$ cat config.mk
export PLATFORM = sky130hd
export DESIGN_NAME = uart_tx_scheduler
export DESIGN_NICKNAME = d
export VERILOG_FILES = /design/src/rtl/uart_tx_scheduler.sv
export SDC_FILE = /design/constraint.sdc
export NUM_CORES = 1
export LEC_CHECK = 0
export BUFFER_PORTS_ARGS = -buffer_cell sky130_fd_sc_hd__buf_2
export CAP_MARGIN = 20
export CORE_UTILIZATION = 56
export DETAILED_ROUTE_END_ITERATION = 10
export PLACE_DENSITY = 0.79
export SYNTH_ARGS = -nofsm -noshare
export SYNTH_HDL_FRONTEND = slang
export SYNTH_SLANG_ARGS = --single-unit
$ cat constraint.sdc
create_clock -name clk -period 2.6 [get_ports clk]
set_clock_uncertainty 0.05 [all_clocks]
set_input_delay 0.26 -clock clk [delete_from_list [all_inputs] [get_ports clk]]
set_output_delay 0.26 -clock clk [all_outputs]
set_load 0.05 [all_outputs]
$ cat src/rtl/uart_tx_scheduler.sv
// TX scheduler between the SD datapath and the UART: DEPTH-entry TX FIFO, start/busy sequencing,
// single-word RX holding register and status byte. Optional macro UART_TX_SCHED_LOOPBACK_EN adds RX loopback.
//
// state     | meaning
// IDLE      | waiting for a word in the FIFO; pops the head when one is present
// START     | uart_tx_start is high for this single cycle
// WAIT_BUSY | waiting for the transmitter to raise busy, bounded by BUSY_TIMEOUT
// SENDING   | transmitter is shifting the word; tx_sending is high
module uart_tx_scheduler #(
  parameter int DATA_W       = 8,
  parameter int DEPTH        = 4,
  parameter int BUSY_TIMEOUT = 16
) (
  input  logic              clk,
  input  logic              rst,
`ifdef UART_TX_SCHED_LOOPBACK_EN
  input  logic              loopback,
`endif
  input  logic              sd_tx_valid,
  input  logic [DATA_W-1:0] sd_tx_data,
  output logic              sd_tx_ready,
  output logic              uart_tx_start,
  output logic [DATA_W-1:0] uart_tx_data,
  input  logic              uart_tx_busy,
  input  logic              uart_rx_valid,
  input  logic [DATA_W-1:0] uart_rx_data,
  input  logic              rx_ack,
  output logic [DATA_W-1:0] rx_data_out,
  output logic [7:0]        status,
  output logic              status_wr
);

  localparam int AW = $clog2(DEPTH);
  localparam int PW = AW + 1;
  localparam int TW = $clog2(BUSY_TIMEOUT + 1);
  localparam logic [TW-1:0] CNT_LAST = TW'(BUSY_TIMEOUT - 1);

  typedef enum logic [1:0] {IDLE, START, WAIT_BUSY, SENDING} state_t;

  state_t            state;
  logic [TW-1:0]     busy_cnt;
  logic [DATA_W-1:0] mem [DEPTH];
  logic [PW-1:0]     wr_ptr, rd_ptr, wr_ptr_nxt, rd_ptr_nxt;
  logic              wr_en, rd_en, empty_nxt, full_nxt;
  logic              fifo_full, fifo_empty, tx_sending, tx_err;
  logic              rx_contains_data, rx_overrun;
  logic              rx_load;
  logic [DATA_W-1:0] rx_din;
  logic [7:0]        status_q;

  always_comb begin
    wr_en      = sd_tx_valid && sd_tx_ready;
    rd_en      = (state == IDLE) && (wr_ptr != rd_ptr);
    wr_ptr_nxt = wr_ptr + PW'(wr_en);
    rd_ptr_nxt = rd_ptr + PW'(rd_en);
    empty_nxt  = (wr_ptr_nxt == rd_ptr_nxt);
    full_nxt   = (wr_ptr_nxt[AW-1:0] == rd_ptr_nxt[AW-1:0]) && (wr_ptr_nxt[AW] != rd_ptr_nxt[AW]);
  end

  always_ff @(posedge clk) begin
    if (wr_en) mem[wr_ptr[AW-1:0]] <= sd_tx_data;
  end

  // Ready and the occupancy flags are registered from the post-update pointers.
  always_ff @(posedge clk or posedge rst) begin
    if (rst) begin
      wr_ptr      <= '0;
      rd_ptr      <= '0;
      sd_tx_ready <= 1'b1;
      fifo_full   <= 1'b0;
      fifo_empty  <= 1'b1;
    end else begin
      wr_ptr      <= wr_ptr_nxt;
      rd_ptr      <= rd_ptr_nxt;
      sd_tx_ready <= !full_nxt;
      fifo_full   <= full_nxt;
      fifo_empty  <= empty_nxt;
    end
  end

  always_ff @(posedge clk or posedge rst) begin
    if (rst) begin
      state         <= IDLE;
      busy_cnt      <= '0;
      uart_tx_start <= 1'b0;
      uart_tx_data  <= '0;
      tx_sending    <= 1'b0;
      tx_err        <= 1'b0;
    end else begin
      case (state)
        IDLE: begin
          if (rd_en) begin
            uart_tx_data  <= mem[rd_ptr[AW-1:0]];
            uart_tx_start <= 1'b1;
            state         <= START;
          end
        end
        START: begin
          uart_tx_start <= 1'b0;
          busy_cnt      <= '0;
          state         <= WAIT_BUSY;
        end
        WAIT_BUSY: begin
          if (uart_tx_busy) begin
            tx_sending <= 1'b1;
            state      <= SENDING;
          end else if (busy_cnt == CNT_LAST) begin
            tx_err <= 1'b1;
            state  <= IDLE;
          end else begin
            busy_cnt <= busy_cnt + 1'b1;
          end
        end
        SENDING: begin
          if (!uart_tx_busy) begin
            tx_sending <= 1'b0;
            state      <= IDLE;
          end
        end
        default: state <= IDLE;
      endcase
    end
  end

`ifdef UART_TX_SCHED_LOOPBACK_EN
  // In loopback the word is captured during its start pulse, so it lands the following cycle.
  assign rx_load = loopback ? uart_tx_start : uart_rx_valid;
  assign rx_din  = loopback ? uart_tx_data  : uart_rx_data;
`else
  assign rx_load = uart_rx_valid;
  assign rx_din  = uart_rx_data;
`endif

  always_ff @(posedge clk or posedge rst) begin
    if (rst) begin
      rx_data_out      <= '0;
      rx_contains_data <= 1'b0;
      rx_overrun       <= 1'b0;
    end else if (rx_load) begin
      rx_data_out      <= rx_din;
      rx_contains_data <= 1'b1;
      if (rx_contains_data && !rx_ack) rx_overrun <= 1'b1;
    end else if (rx_ack) begin
      rx_contains_data <= 1'b0;
    end
  end

  assign status = {2'b00, tx_err, rx_overrun, fifo_full, fifo_empty, tx_sending, rx_contains_data};

  always_ff @(posedge clk or posedge rst) begin
    if (rst) begin
      status_q  <= 8'h04;
      status_wr <= 1'b0;
    end else begin
      status_q  <= status;
      status_wr <= (status != status_q);
    end
  end

endmodule

Word-level counts from Yosys, hierarchy flattened
Memories as Yosys holds them, arrays and structs flattened. A register that Yosys moved wholly into a read port is not among the register bits. Cells that the tools add are included. Widths: inputs -> output; s select.

Register bits after elaboration: 36. Memory bits (writable): 32. Bits of input ports: 22. Output and inout bits: 27. Word-level logic and storage cells: 70. Memories kept: 1.

$add $sub $neg: 3. Eq/ne operators: 15. Multiplexer cells: 17. Bitwise operators: 1. Reduce and logical (&&, ||, !) cells: 18.

Memories: mem (depth 4, width 8, rd ports 1, clocked after Yosys merged registers in 1, write ports 1, line 42) `logic [DATA_W-1:0] mem [DEPTH];`.

Operators by type and width (number): $reduce_and 3->1 (4); $mux 5 (2); $ne 2x2->1 const B (5); $pmux 5 s2 (1); $mux 2 (4); $pmux 2 s4 (1); $reduce_bool 2->1 (4); $mux 1 (7); $add 3x1->3 (2); $ne 6x6->1 (1); $reduce_and 2->1 (3); $add 5x1->5 const B (1); $eq 5x4->1 const B (1); $eq 2x2->1 const B (2); $logic_and 1x1->1 (4); $pmux 1 s2 (2); $eq 3x3->1 (1); $ne 3x3->1 (1); $ne 3x3->1 const B (1); $eq 2x1->1 const B (1); $eq 2x2->1 (1); $logic_not 1->1 (2); $logic_not 2->1 (1); $ne 1x1->1 (1); $not 1->1 (1).

Longest topological paths before layout
Gate-level depths: netlist (run 1).

Word-level depth: 6. Gate-level depth with buffers: 9. Mapped depth without buffers: 7.

Worst setup path before layout (run 1)
OpenSTA, ideal clock, no wires.

Path type: register -> register. From: reg rd_ptr[0]. To: reg fifo_full. Setup time: 73 ps. Arrival: 2059 ps. Required time: 2477 ps. Setup slack: 418 ps. Stages on the path, launching flop included: 10. Buffers on the path: 2. Period minus slack after synthesis: 2182 ps. Cell sequence: dfrtp_1 > buf_6 > xor2_1 > o311a_1 > buf_6 > ha_1 > ha_1 > xor2_1 > xor2_1 > nor2b_1.

Longest elaborated chain between the ends: 5. Elaborated cells between the ends (all ways): 6. Classes of those cells: add/sub: 1; eq/ne: 3; reduce/logical: 2.

RTL lines: start, declared (line 43) `logic [PW-1:0] wr_ptr, rd_ptr, wr_ptr_nxt, rd_ptr_nxt;`; start signal, assigned (line 74) `rd_ptr <= rd_ptr_nxt;`; $ne 3x3->1 (line 53) `rd_en = (state == IDLE) && (wr_ptr != rd_ptr);`; $logic_and 1x1->1 (line 53); $add 3x1->3 (*) (line 55) `rd_ptr_nxt = rd_ptr + PW'(rd_en);`; net rd_ptr_nxt[2] (line 43); $ne 1x1->1 (*) (line 57) `full_nxt = (wr_ptr_nxt[AW-1:0] == rd_ptr_nxt[AW-1:0]) && (wr_ptr_nxt[AW] != rd_ptr_nxt[AW]);`; $logic_and 1x1->1 (*) (line 57); net full_nxt (line 44) `logic wr_en, rd_en, empty_nxt, full_nxt;`; end signal, assigned (line 76) `fifo_full <= full_nxt;`; end, declared (line 45) `logic fifo_full, fifo_empty, tx_sending, tx_err;`.

Mark *: on every way through the listed nets, which the timed path passes. The rest lies on a longest branch. A chain may end at the register's enable or synchronous reset.

Worst setup path after layout (run 1)
From: reg state[0]. To: reg fifo_full.

Longest elaborated chain between the ends: 5. Elaborated cells between the ends (all ways): 6. Classes of those cells: add/sub: 1; eq/ne: 2; reduce/logical: 3.

RTL lines: start, declared (line 40) `state_t state;`; start signal, assigned (line 83) `state <= IDLE;`; start signal, assigned (line 95) `state <= START;`; start signal, assigned (line 101) `state <= WAIT_BUSY;`; $logic_not 2->1 (line 53); $logic_and 1x1->1 (line 53); $add 3x1->3 (line 55); net rd_ptr_nxt[2] (line 43); $ne 1x1->1 (line 57); $logic_and 1x1->1 (line 57); net full_nxt (line 44).

The timed path passes the listed nets, and every way through them passes these cells.

==> results of run 1 <==
[cell usage after synthesis]
| library cell | instances | share of area |
|---|---|---|
| a31oi_1 | 1 | 0.0020 |
| clkbuf_8 | 1 | 0.0044 |
| mux2_2 | 8 | 0.029 |
| buf_4 | 9 | 0.022 |
| o311a_1 | 1 | 0.0032 |
| edfxtp_1 | 32 | 0.31 |
| a31o_2 | 2 | 0.0056 |
| nor2b_1 | 1 | 0.0020 |
| mux2_4 | 8 | 0.038 |
| nor3b_1 | 2 | 0.0048 |
| nand2_1 | 2 | 0.0024 |
| nor2_1 | 4 | 0.0048 |
| conb_1 | 1 | 0.0012 |
| xor2_1 | 10 | 0.028 |
| ha_1 | 6 | 0.024 |
| buf_6 | 2 | 0.0072 |
| nor4bb_1 | 1 | 0.0032 |
| mux4_1 | 8 | 0.067 |
| o31ai_1 | 1 | 0.0024 |
| a21oi_1 | 4 | 0.0064 |
| nor3_1 | 1 | 0.0016 |
| and2_1 | 2 | 0.0040 |
| a22oi_1 | 1 | 0.0024 |
| dfstp_2 | 3 | 0.025 |
| and3_1 | 2 | 0.0040 |
| clkbuf_1 | 3 | 0.0036 |
| o22ai_1 | 1 | 0.0020 |
| o2bb2ai_1 | 3 | 0.0084 |
| xnor2_1 | 4 | 0.011 |
| o21ai_0 | 4 | 0.0064 |
| nor4_1 | 4 | 0.0080 |
| dfrtp_1 | 41 | 0.33 |
| nand3_1 | 4 | 0.0064 |
| inv_1 | 8 | 0.0096 |
| a22o_1 | 1 | 0.0028 |
| a41o_1 | 1 | 0.0032 |
| a32o_1 | 2 | 0.0064 |
| a21o_1 | 1 | 0.0024 |
[worst max-delay path, delay by kind of cell, from the launching register on]
family,cells,cell delay (ps)
flops,1,610
simple gates,1,150
xor+xnor,2,450
fa+ha+maj,2,370
compound gates,1,170
buf+inv,1,210
[cell families (layout without fill, tap and decap cells)]
logic type,Yosys count,after routing,share of synthesized area
flip-flops,76,76,0.6601
multiplexers,24,24,0.1343
AO/OA/AOI/OAI,23,23,0.05359
AND/OR/NAND/NOR,23,23,0.04118
buffers and inverters,23,78,0.04638
XOR/XNOR,14,14,0.03918
adder cells (fa/ha/maj),6,6,0.02399
other,1,2,0.001198
[per-layer routing]
layer	vias to the layer above	wire, µm
met5	-	0
met4	0	92
met3	9	221
met2	60	2283
met1	835	2321
li1	803	-
[path summary, 6_finish.rpt]
| check | to | depth (start not counted) | slack [ps] |
|---|---|---|---|
| worst max-delay path | fifo_full$_DFF_PP0_ | 7 | 530 |
| worst min-delay path | mem[3][2]$_DFFE_PP_ | 1 | 80 |
| worst max register to register | fifo_full$_DFF_PP0_ | 7 | 530 |
| worst min register to register | status_q[2]$_DFF_PP1_ | 0 | 340 |
| max in group asynchronous | sd_tx_ready$_DFF_PP1_ | 4 | 1580 |
| min in group asynchronous | rx_data_out[0]$_DFFE_PP0P_ | 4 | 530 |
[metrics by stage]
stage / cell area (µm²) / std cells / hold slack (ps) / util / power, mW
after detailed placement: 3388 / 299 / 329.3 / 0.6469 / 3.439
after floorplan: 3133 / 191 / 308.9 / - / 3.114
final: 3590 / 316 / 77.46 / 0.6854 / 4.262
after CTS: 3590 / 316 / 61.39 / 0.6854 / 4.298
after global placement: 3388 / 299 / 326.7 / 0.6469 / 3.387
after global routing: 3590 / 316 / 65.90 / 0.6854 / 4.500
[timing repair]
item                       in CTS  in global routing
hold endpoints to repair       10                  0
gates resized for setup         0                  0
setup endpoints to repair       0                  0
buffers inserted                0                  0
hold buffers                    1                  0
[flip-flops by register name (all words and copies together), names as in the netlist, 2 cells and up]
register      cells
uart_tx_data      8
status_q          6
state             2
rx_data_out       8
wr_ptr            3
busy_cnt          5
rd_ptr            3
mem              32
[power by group]
| part | switching, mW | leakage, nW | total, mW | internal [mW] |
|---|---|---|---|---|
| Combinational | 0.961 | 0.644 | 1.62 | 0.662 |
| Clock | 0.414 | 0.0943 | 0.852 | 0.438 |
| Sequential | 0.208 | 0.809 | 1.79 | 1.58 |
| Total | 1.58 | 1.55 | 4.26 | 2.68 |
[layout make-up]
| class | instances | area (µm²) |
|---|---|---|
| Inverter | 8 | 30.03 |
| Multi-Input combinational cell | 92 | 922.1 |
| Timing Repair Buffer | 54 | 292.8 |
| Tap cell | 70 | 87.58 |
| Sequential cell | 76 | 2066 |
| Clock buffer | 9 | 123.9 |
| Fill cell | 362 | 1648 |
| Clock inverter | 7 | 67.56 |
==> flow_summary.json, run 1 <==
{
  "ir_drop_mv": 0.7398,
  "n_antenna_cell": 0,
  "grt_use_met2": 0.2893,
  "gr-total-overflow": 0,
  "viasPerCell": 5.402,
  "leakage_nw": 1.548,
  "drc": 0,
  "report.final.hold_viol_count": 0,
  "setup_violations": 0,
  "num_vias": 1707,
  "synth_cell_type_count": 38,
  "area_growth_pct": 14.71,
  "setup_tns_ps": 0,
  "pre_cts_ws_ps": 545.5,
  "path_class": "reg -> reg",
  "ant_nets": 0,
  "crit_required_ps": 2820,
  "clkLatencyLatePin_ps": 340,
  "top_usage_layer": "met2",
  "endpoint_kind": "flop",
  "final_layout_size_suffix_gt1_frac": 0.3577,
  "first_pass_iters": 4,
  "min_period_over_period": 0.7955,
  "tightestPinTransition_ps": 530.9,
  "fmax_mhz": 483.5,
  "syn_inst": 190,
  "grtUsageMet3": 0.03929,
  "layout_common_cells": "buf_2 (46), dfrtp_1 (41), edfxtp_1 (32)",
  "die-height_um": 76.75,
  "io_buffers": 46,
  "worstHoldStart": "sd_tx_data[2]",
  "pin_count": 49,
  "outcome": "completed",
  "fp-row-count": 26,
  "cts_tree": "done",
  "grt_pass1_vias": 1694,
  "grt_use_total": 0.1883,
  "synth_seq_cells": 76,
  "crit_fanout": 15,
  "reg2reg_from": "state[0]$_DFFE_PP0P_",
  "crit_path_cell_trace": "inv_1, o311a_1, ha_1, ha_1, xor2_1, xor2_1, nor2b_1",
  "drv_cap": 0,
  "core-area_mm2": 0.005238,
  "crit_path_start_kind": "flop",
  "wirelength_um": 4919,
  "first_iter_violations": 68,
  "cp.arrival_ps": 2290,
  "die_area_mm2": 0.005891,
  "syn_area_mm2": 0.003129,
  "cts_max_level": 3,
  "clk_pin_slew_worst_paths_ps": 80,
  "ys_warn_count": 0,
  "grt_use_met1": 0.2573,
  "grt_first_pass_wirelength_um": 8314,
  "max_stage_delay_ps": 610,
  "synth.avg_cell_area_um2": 16.47,
  "worst_slack_ps": 531.8,
  "min_period_ps": 2068,
  "layout_commonest_cell": "buf_2",
  "hold_path.class": "in -> reg",
  "dp_hpwl_um": 3345,
  "ys_seq_area_frac": 0.6601,
  "cts.sinks": 76,
  "crit_slowest_cell": "dfrtp_1",
  "clockRootBuffer": "clkbuf_8",
  "wire_per_inst_um": 15.57,
  "setup.worst_path.start": "state[0]$_DFFE_PP0P_",
  "power.density_mw_per_mm2": 1187,
  "final_nets": 269,
  "numCtsBuffers": 9,
  "clockBufferDepth": 2,
  "relSlewSlack": 0.6461,
  "antenna_found_initial": 0,
  "initial_utilization": 0.5975,
  "rsz0062_at_grt": "no",
  "grt_max_degree": 45,
  "drv_slew": 0,
  "die_w_um": 76.75,
  "place.gp.congestion": 0.8734
}
(Power assumes the default switching activity.)
==> inputs of run 2 (changes only) <==
CORE_UTILIZATION = 50   (was 56)
PLACE_DENSITY = 0.75   (was 0.79)
clock period = 1.7 ns   (was 2.6 ns; I/O delays follow)
==> run 2 against run 1 <==
  * The run now ends with negative setup slack left
  * Power grew 66%
  * First-iteration DRC count up 31%
  * Combinational power increased by 96%
  * Setup slack worse by 810 ps
  * Sequential cell count stayed put
  * Cell area up 11%
  * Final cell count up 12%
  * Sequential power increased by 47%
  * Non-clock buffer count up 32
  * Sequential share of layout area is 5.6 points lower
  * Clock-buffer cell count up 1
  * Global-route usage fell by 0.87 points
  * Critical path type unchanged
  * Highest routed layer unchanged
==> flow_summary.json, run 2 (synthesis gave the netlist of run 1 again) <==
{
  "crit_path_cell_trace": "xor2_1, o311a_1, ha_4, ha_4, xor2_4, xor2_2, nor2b_1",
  "crit_required_ps": 1880,
  "cts.sinks": 76,
  "relSlewSlack": 0.6360,
  "crit_path_start_kind": "flop",
  "layout_commonest_cell": "buf_2",
  "first_pass_iters": 4,
  "crit_fanout": 3,
  "hold_path.class": "in -> reg",
  "drv_cap": 0,
  "ant_nets": 0,
  "num_vias": 1815,
  "cts_tree": "done",
  "die_area_mm2": 0.006579,
  "drc": 0,
  "violations": "negative setup slack",
  "hold_depth": 2,
  "regToRegSetupSlack_ps": -280,
  "worst_slack_ps": -275.5,
  "cts_max_level": 3,
  "min_period_over_period": 1.162,
  "final_nets": 301,
  "wire_per_inst_um": 15.19,
  "path_class": "reg -> reg",
  "viasPerCell": 5.142,
  "worstHoldStart": "uart_rx_data[4]",
  "holdWs_ps": 20.27,
  "critical_path.top_delay_family": "XOR/XNOR gates",
  "r2r_cells": 7,
  "routed-wl-met3_um": 207,
  "crit_slowest_cell": "dfrtp_1",
  "power.density_mw_per_mm2": 1782,
  "gr-total-overflow": 0,
  "ir_drop_mv": 0.9281,
  "fmax_mhz": 506.2,
  "wl_met1_um": 2279,
  "min_period_ps": 1975,
  "reg2reg_from": "wr_ptr[2]$_DFF_PP0_",
  "cp.arrival_ps": 2160,
  "antenna_found_initial": 0,
  "power_mw": 7.091,
  "core-area_mm2": 0.005991,
  "top_layer": "met4",
  "leakage_nw": 1.706,
  "fp-row-count": 28,
  "report.final.hold_viol_count": 0,
  "numCtsBuffers": 9,
  "place.gp.congestion": 0.7848,
  "wl_met2_um": 2820,
  "area_growth_pct": 27.15,
  "setup_violations": 4,
  "tightestPinTransition_ps": 546.0,
  "finalNonFillerCells": 353,
  "critPathBufInv": 0,
  "dpl.cell_count": 319,
  "grt_first_pass_wirelength_um": 8362,
  "outcome": "finished with violations",
  "initial_utilization": 0.5223,
  "clkLatencyLatePin_ps": 340,
  "grt_pass1_vias": 1830,
  "max_stage_delay_ps": 400,
  "die-height_um": 81.11,
  "reg2reg_to": "fifo_full$_DFF_PP0_",
  "first_iter_violations": 89,
  "clk_pin_slew_worst_paths_ps": 80,
  "die_w_um": 81.11,
  "n_antenna_cell": 0,
  "dp_hpwl_um": 3467,
  "drv_slew": 0,
  "crit_top_cell": "ha_4",
  "io_buffers": 46,
  "clockRootBuffer": "clkbuf_8",
  "endpoint_kind": "flop",
  "grt_max_degree": 45,
  "rsz0062_at_grt": "yes",
  "largest_reg_flops": 32,
  "clockBufferDepth": 2,
  "wirelength_um": 5361,
  "grt_use_total": 0.1796,
  "layout_common_cells": "buf_2 (46), dfrtp_1 (41), edfxtp_1 (32)",
  "final_layout_size_suffix_gt1_frac": 0.4388,
  "post-route-util": 0.6642,
  "pin_count": 49,
  "hold_path_end": "rx_data_out[4]$_DFFE_PP0P_"
}
run 2: cell types whose count changed in the layout (fill, tap and decap cells not counted), moves of 2 or more:
cell / delta
clkinv_1: -2
dlygate4sd3_1: +13
buf_4: +19
xor2_1: -2
inv_6: +3
ha_4: +3
ha_1: -4
run 2: worst register-to-register path: cells and delay by family, from the launching register on:
| kind | cells | cell delay [ps] |
|---|---|---|
| and+or+nand+nor | 1 | 150 |
| DFF | 1 | 400 |
| adders and majority gates | 2 | 350 |
| xor gates and xnor gates | 3 | 540 |
| AOI/OAI and AO/OA | 1 | 400 |
run 2: what timing repair did:
item                       4_1_cts  5_1_grt
setup endpoints to repair        4        9
setup buffers                    3        2
pin swaps                        8        3
hold buffers                    14        0
hold endpoints to repair        78        0
resized for setup                0        5
gates cloned                     0        0
run 2: final cells by class:
type                            instances  area [µm²]
Clock inverter                          6       53.80
Fill cell                             423        2012
Multi-Input combinational cell         92        1032
Timing Repair Buffer                   86       565.5
Clock buffer                           10       137.6
Tap cell                               75       93.84
Sequential cell                        76        2066
Inverter                                8       30.03
run 2: where the power goes:
part	leakage (nW)	switching, mW	internal, mW
combinational	0.801	1.76	1.41
sequential	0.809	0.215	2.41
clock	0.0958	0.698	0.598
run 2: worst max-delay path by stage:
stage,cells past startpoint,slack [ps],end,from
finish,7,-280,fifo_full$_DFF_PP0_,wr_ptr[2]$_DFF_PP0_
global placement,7,-210,fifo_full$_DFF_PP0_,wr_ptr[2]$_DFF_PP0_
CTS,7,-250,fifo_full$_DFF_PP0_,rd_ptr[0]$_DFF_PP0_
floorplan,9,-420,fifo_full$_DFF_PP0_,rd_ptr[1]$_DFF_PP0_
global route,7,-330,fifo_full$_DFF_PP0_,wr_ptr[2]$_DFF_PP0_
detailed placement,7,-240,fifo_full$_DFF_PP0_,wr_ptr[2]$_DFF_PP0_
run 2: routing by layer:
metal / vias to the layer above / global-route usage
met1: 890 / 0.2127
met5: - / 0
li1: 869 / -
met3: 6 / 0.04831
met2: 50 / 0.3076
met4: 0 / 0.07679
run 2: metrics by stage:
| stage | instance area [µm²] | setup WS (ps) | TNS, ps |
|---|---|---|---|
| 5_1_grt | 3979 | -325.2 | -1039 |
| 2_1_floorplan | 3217 | -419.9 | -5050 |
| 3_3_place_gp | 3587 | -208.3 | -531.6 |
| 6_report | 3979 | -275.5 | -731.4 |
| 4_1_cts | 3941 | -248.1 | -688.3 |
| 3_5_place_dp | 3587 | -243.7 | -714.0 |
